--- src/rtl/axis_pl2ps_fifo_ctrl_if.sv ---
// -----------------------------------------------------------------------------
// axis_if
//   Single-direction AXI4-Stream bundle used between the serial framer and the
//   downstream AXIS data FIFO.
//   tdata  : payload word
//   tkeep  : byte enables (one per payload byte)
//   tlast  : end of packet
//   tvalid : source has a beat
//   tready : sink accepts the beat
//   master : drives tdata/tkeep/tlast/tvalid, observes tready
//   slave  : observes tdata/tkeep/tlast/tvalid, drives tready
// -----------------------------------------------------------------------------
interface axis_if #(
    parameter int unsigned DATA_WIDTH = 32
) ();
    logic [DATA_WIDTH-1:0]   tdata;
    logic [DATA_WIDTH/8-1:0] tkeep;
    logic                    tlast;
    logic                    tvalid;
    logic                    tready;

    modport master (
        output tdata,
        output tkeep,
        output tlast,
        output tvalid,
        input  tready
    );

    modport slave (
        input  tdata,
        input  tkeep,
        input  tlast,
        input  tvalid,
        output tready
    );
endinterface

--- src/rtl/axis_pl2ps_fifo_ctrl.sv ---
// -----------------------------------------------------------------------------
// axis_pl2ps_fifo_ctrl
//   Serial-to-AXI4-Stream framer on the PL->PS path. Hunts the 1-bit/clk demod
//   stream for the start-frame delimiter (sent MSB first), captures the next
//   DATA_WIDTH bits LSB first and offers the word as a one-beat AXIS packet.
//   Bits arriving while a word is waiting for the FIFO are dropped.
// Ports
//   clk     : single clock, rising edge
//   rst     : synchronous, active-high reset
//   data_in : demodulated serial bit, sampled every clock
//   m_axis  : AXI4-Stream master (tdata/tkeep/tlast/tvalid out, tready in)
// -----------------------------------------------------------------------------
module axis_pl2ps_fifo_ctrl #(
    parameter int unsigned           DATA_WIDTH = 32,
    parameter int unsigned           SFD_WIDTH  = 8,
    parameter logic [SFD_WIDTH-1:0]  SFD        = 8'hD5
) (
    input  logic   clk,
    input  logic   rst,
    input  logic   data_in,
    axis_if.master m_axis
);

    localparam int unsigned CNT_W = (DATA_WIDTH > 1) ? $clog2(DATA_WIDTH) : 1;
    localparam logic [CNT_W-1:0] CNT_LAST = CNT_W'(DATA_WIDTH - 1);
    localparam int unsigned KEEP_W = DATA_WIDTH / 8;

    typedef enum logic [1:0] {
        ST_HUNT,
        ST_CAPTURE,
        ST_HOLD
    } state_e;

    state_e                  state_q,  state_d;
    // Only the SFD_WIDTH-1 older bits need storing: the live bit completes the
    // SFD_WIDTH-bit sliding window.
    logic [SFD_WIDTH-2:0]    sr_q,     sr_d;
    logic [CNT_W-1:0]        cnt_q,    cnt_d;
    logic [DATA_WIDTH-1:0]   tdata_q,  tdata_d;
    logic [KEEP_W-1:0]       tkeep_q,  tkeep_d;
    logic                    tlast_q,  tlast_d;
    logic                    tvalid_q, tvalid_d;
    logic [SFD_WIDTH-1:0]    window;

    assign window = {sr_q, data_in};

    // NOTE: every register, the payload word included, is cleared by reset so
    // the AXIS outputs are defined from the first cycle after reset.
    always_ff @(posedge clk) begin
        if (rst) begin
            // NOTE: sequential state uses non-blocking assignments so all
            // registers update together from the values sampled at the edge.
            state_q  <= ST_HUNT;
            sr_q     <= '0;
            cnt_q    <= '0;
            tdata_q  <= '0;
            tkeep_q  <= '0;
            tlast_q  <= 1'b0;
            tvalid_q <= 1'b0;
        end else begin
            state_q  <= state_d;
            sr_q     <= sr_d;
            cnt_q    <= cnt_d;
            tdata_q  <= tdata_d;
            tkeep_q  <= tkeep_d;
            tlast_q  <= tlast_d;
            tvalid_q <= tvalid_d;
        end
    end

    always_comb begin
        // NOTE: every signal driven here gets a hold-value default first, so no
        // path through the case statement can infer a latch.
        state_d  = state_q;
        sr_d     = sr_q;
        cnt_d    = cnt_q;
        tdata_d  = tdata_q;
        tkeep_d  = tkeep_q;
        tlast_d  = tlast_q;
        tvalid_d = tvalid_q;

        unique case (state_q)
            ST_HUNT: begin
                // Sliding window: never cleared on mismatch, so overlapping
                // partial delimiters are still found.
                sr_d = window[SFD_WIDTH-2:0];
                if (window == SFD) begin
                    state_d = ST_CAPTURE;
                    cnt_d   = '0;
                    sr_d    = '0;
                end
            end

            ST_CAPTURE: begin
                tdata_d[cnt_q] = data_in;
                if (cnt_q == CNT_LAST) begin
                    state_d  = ST_HOLD;
                    tvalid_d = 1'b1;
                    tkeep_d  = '1;
                    tlast_d  = 1'b1;
                end else begin
                    cnt_d = cnt_q + CNT_W'(1);
                end
            end

            ST_HOLD: begin
                // Serial bits are ignored here. Window is cleared on the way
                // back to HUNT so stale payload bits cannot fake a delimiter.
                if (m_axis.tready) begin
                    state_d  = ST_HUNT;
                    tvalid_d = 1'b0;
                    tkeep_d  = '0;
                    tlast_d  = 1'b0;
                    sr_d     = '0;
                end
            end

            default: begin
                state_d = ST_HUNT;
                sr_d    = '0;
            end
        endcase
    end

    // All outputs come straight from registers: no tready->tvalid comb path.
    assign m_axis.tdata  = tdata_q;
    assign m_axis.tkeep  = tkeep_q;
    assign m_axis.tlast  = tlast_q;
    assign m_axis.tvalid = tvalid_q;

endmodule

--- src/flat_wrapper.sv ---
// flat-port wrapper written by rule: the top's interface ports become plain ports
module axis_pl2ps_fifo_ctrl_flat 
#(
    parameter int unsigned           DATA_WIDTH = 32,
    parameter int unsigned           SFD_WIDTH  = 8,
    parameter logic [SFD_WIDTH-1:0]  SFD        = 8'hD5
)
  (clk, rst, data_in, m_axis_tdata, m_axis_tkeep, m_axis_tlast, m_axis_tvalid, m_axis_tready);
  axis_if #(.DATA_WIDTH(DATA_WIDTH)) m_axis_i ();
  input  logic clk;
  input  logic rst;
  input  logic data_in;
  output wire logic [$bits(m_axis_i.tdata)-1:0] m_axis_tdata;
  output wire logic [$bits(m_axis_i.tkeep)-1:0] m_axis_tkeep;
  output wire logic [$bits(m_axis_i.tlast)-1:0] m_axis_tlast;
  output wire logic [$bits(m_axis_i.tvalid)-1:0] m_axis_tvalid;
  input wire logic [$bits(m_axis_i.tready)-1:0] m_axis_tready;
  assign m_axis_tdata = m_axis_i.tdata;
  assign m_axis_tkeep = m_axis_i.tkeep;
  assign m_axis_tlast = m_axis_i.tlast;
  assign m_axis_tvalid = m_axis_i.tvalid;
  assign m_axis_i.tready = m_axis_tready;
  axis_pl2ps_fifo_ctrl #(.DATA_WIDTH(DATA_WIDTH), .SFD_WIDTH(SFD_WIDTH), .SFD(SFD)) u_core (.clk(clk), .rst(rst), .data_in(data_in), .m_axis(m_axis_i));
endmodule
--- config.mk ---
export PLATFORM = sky130hd
export DESIGN_NAME = axis_pl2ps_fifo_ctrl_flat
export DESIGN_NICKNAME = d
export VERILOG_FILES = /design/src/rtl/axis_pl2ps_fifo_ctrl_if.sv /design/src/rtl/axis_pl2ps_fifo_ctrl.sv /design/src/flat_wrapper.sv
export SDC_FILE = /design/constraint.sdc
export NUM_CORES = 1
export LEC_CHECK = 0
export CORE_ASPECT_RATIO = 2
export CORE_MARGIN = 2
export CORE_UTILIZATION = 50
export CTS_BUF_LIST = sky130_fd_sc_hd__clkbuf_16
export DETAILED_ROUTE_END_ITERATION = 10
export HOLD_SLACK_MARGIN = 0.06
export PLACE_DENSITY_LB_ADDON = 0.12
export SLEW_MARGIN = 20
export SYNTH_ARGS = -nofsm -noshare
export SYNTH_HDL_FRONTEND = slang
export SYNTH_SLANG_ARGS = --single-unit
--- constraint.sdc ---
create_clock -name clk -period 4.21 [get_ports clk]
set_clock_uncertainty 0.15 [all_clocks]
set_input_delay 1.0525 -clock clk [delete_from_list [all_inputs] [get_ports clk]]
set_output_delay 1.0525 -clock clk [all_outputs]
set_load 0.005 [all_outputs]
==> qor.yml <==
sta:
  rsz0062_at_grt: "false"
  final.min_clock_period_ns: 2.82
  tightest_slew_ns: 0.938
  relSlewSlack_pct: 37.3
  finalCritPeriodShare_pct: 67.0
  fmax_mhz: 355
  finalWorstSetupSlack_ns: 1.39
  hold_viol_final: 0
  setup_viol: 0
  slew_viol_final: 0
  setup-tns-final_ns: 0
global_route:
  grt_max_degree: 35
  grt_pass1_wl_um: 9090
  grt_usage_pct: 23.5
  antenna_found_initial: 0
  grt_overflow: 0
  grt_pass1_vias: 1924
placed_design:
  post-dp-hpwl_um: 3820
  port_buffers: 41
  gp_congestion: 0.789
  place_ws_ns: 1.19
worst_setup_path:
  critPathLaunch: "data_in"
  start_kind: "input pin"
  crit_arrival_ns: 2.81
  worst-path-max-fanout: 34
  end_kind: "flop"
  reg2reg_from: "u_core.cnt_q[0]"
  worstSetupPathType: "in -> reg"
  worstPathRequired_ns: 4.21
clocking:
  postCtsSetupBuffers: 0
  cts_resized: 0
  htree_num_levels: 2
  hold_buffers: 0
  cts-root-buf: "clkbuf_16"
  cts_tree: "done"
  clockBufferDepth: 2
  cts_made_buffers: 5
  clk_latency_ns: 0.29
  cts.reportedPaths.clkPinSlew_ns: 0.06
  clock_sinks: 47
synth:
  syn_area_um2: 2270
  synth_xor_area_share_pct: 0
  yosysWarnings: 0
  synth-simple-area-share_pct: 24.1
  ys_seq_area_share_pct: 41.5
  ys_types: 39
  syn_area_per_cell_um2: 8.49
  syn_nets: 276
  synthAdderAreaFrac_pct: 2.76
  synth_mux_area_share_pct: 1.77
  ys_ff_latch: 47
  synth_compound_gate_area_share_pct: 22.5
  synth_top_family_by_area: "simple AND/OR/NAND/NOR gates"
  syn-instance-count: 267
drt:
  routed_via_density: 5.98
  drt_iter0_markers: 49
  vias: 2051
  ant_nets: 0
  firstDrtPassIters: 4
  route.detailed.drc: 0
  wl_per_cell_um: 16.4
  wirelength_um: 5640
outcome:
  status: "finished clean"
power_and_ir_drop:
  p_leak_nw: 0.928
  ir_drop_mv: 0.256
  power_density_nw_per_um2: 335
layout:
  drive_above_1_share_pct: 6.92
  antenna_cells: 0
  synthToLayoutAreaGrowth_pct: 22.5
  fin_nets: 297
floorplanning:
  start_util_pct: 52.2
  dieWidth_um: 51.6
  core_area_um2: 4340
  die-area_um2: 5120
  rows: 34
  top_level_ports: 42
  die_h_um: 99.2
hold_path:
  hp-class: "reg -> reg"
  hold_start: "u_core.m_axis.tdata[9]"
job:
  maxCapViolations: 0
[power by group]
part / leakage [nW] / internal [W] / switching, W
logic: 0.465 / 0.00000638 / 0.0000143
registers: 0.379 / 0.000446 / 0.00000131
clock network: 0.0844 / 0.000283 / 0.000178
[worst max-delay path, stage by stage]
cell and delay [ns]:
clkdlybuf4s50_1 0.45, buf_4 0.32, nand4b_2 0.28, nor4_1 0.53, o21ai_0 0.18
[cell usage in the layout, fill, tap and decap left out, types with 2 or more instances in the layout]
master / netlist / layout
or3_1: 2 / 2
or3b_2: 3 / 3
nand3_1: 34 / 34
dfxtp_1: 47 / 47
nor2b_1: 4 / 4
ha_1: 5 / 5
a2bb2oi_1: 3 / 3
and3b_1: 7 / 7
clkbuf_16: 0 / 5
buf_4: 5 / 2
a21oi_1: 38 / 38
nor2_1: 7 / 7
nand3b_1: 6 / 6
clkdlybuf4s50_1: 0 / 41
nor3b_2: 4 / 4
mux2i_1: 4 / 4
inv_1: 3 / 3
a31oi_1: 2 / 2
nand2_1: 3 / 3
o211ai_1: 4 / 4
nand2b_1: 2 / 2
and3_1: 3 / 3
nor3_1: 3 / 3
o21ai_0: 42 / 42
[stage by stage]
step / hold slack, ns / total power [W] / util, % / instance area [um^2] / cells
finish: 0.325 / 0.000929 / 64.0 / 2780 / 343
global route: 0.349 / 0.000947 / 64.0 / 2780 / 343
CTS: 0.327 / 0.000933 / 64.0 / 2780 / 343
detailed placement: 0.317 / 0.000478 / 60.0 / 2600 / 335
global placement: 0.312 / 0.000477 / 60.0 / 2600 / 335
floorplan: 0.308 / 0.000471 / - / 2270 / 267
[state kept, by name, indices dropped and copies added (netlist names)]
signal	count
u_core.m_axis.tkeep	1
u_core.m_axis.tdata	32
u_core.state_q	2
u_core.cnt_q	5
u_core.sr_q	7
[worst paths after layout]
path	slack (ns)	end	cells past startpoint
worst max-delay path	1.39	u_core.cnt_q[3]	5
worst min-delay path	0.33	u_core.m_axis.tdata[9]	2
worst max register to register	2.04	u_core.cnt_q[4]	6
worst min register to register	0.33	u_core.m_axis.tdata[9]	2
[cell type report]
| type | instances | area [um^2] |
|---|---|---|
| well taps | 54 | 67.6 |
| clock buffers | 5 | 125 |
| multi-input cells | 188 | 1160 |
| repair buffers | 43 | 425 |
| clock inverters | 3 | 47.5 |
| fillers | 408 | 1560 |
| inverters | 3 | 11.3 |
| flip-flops and latches | 47 | 941 |
[cells by family (layout without fill, tap and decap cells)]
kind of cell / Yosys count / in the layout
fa+ha+maj: 5 / 5
buf+inv: 32 / 54
flops: 47 / 47
mux: 4 / 4
compound gates: 93 / 93
simple gates: 86 / 86
[Yosys cell counts]
cell type	instances	share of area, %
dfxtp_1	47	42
o21ai_0	42	9.3
a21oi_1	38	8.4
nand3_1	34	7.5
clkbuf_1	10	1.7
buf_2	8	1.8
and3b_1	7	2.7
nor2_1	7	1.2
nand3b_1	6	2.0
buf_4	5	1.7
ha_1	5	2.8
mux2i_1	4	1.8
nor2b_1	4	1.1
nor3b_2	4	2.2
o211ai_1	4	1.3
a2bb2oi_1	3	1.2
and3_1	3	0.83
inv_1	3	0.50
nand2_1	3	0.50
nor3_1	3	0.66
or3b_2	3	1.2
a31oi_1	2	0.55
buf_1	2	0.33
buf_6	2	0.99
clkbuf_2	2	0.44
nand2b_1	2	0.55
or3_1	2	0.55
a211o_1	1	0.39
a211oi_2	1	0.55
a32oi_1	1	0.39
and2_1	1	0.28
and2b_1	1	0.33
nand3b_2	1	0.50
nand4b_2	1	0.66
nand4bb_1	1	0.50
nor3b_1	1	0.33
nor4_1	1	0.28
o32a_1	1	0.44
or4_1	1	0.33
[routing by layer]
metal  vias up  track usage (%)  part of all wire (%)
li1       1004                -                     -
met1       987             23.5                    37
met2        51             44.3                    57
met3         9             4.35                   3.4
met4         0             10.7                   2.3
met5         -                0                     0
Power figures use the tool's default switching activity.
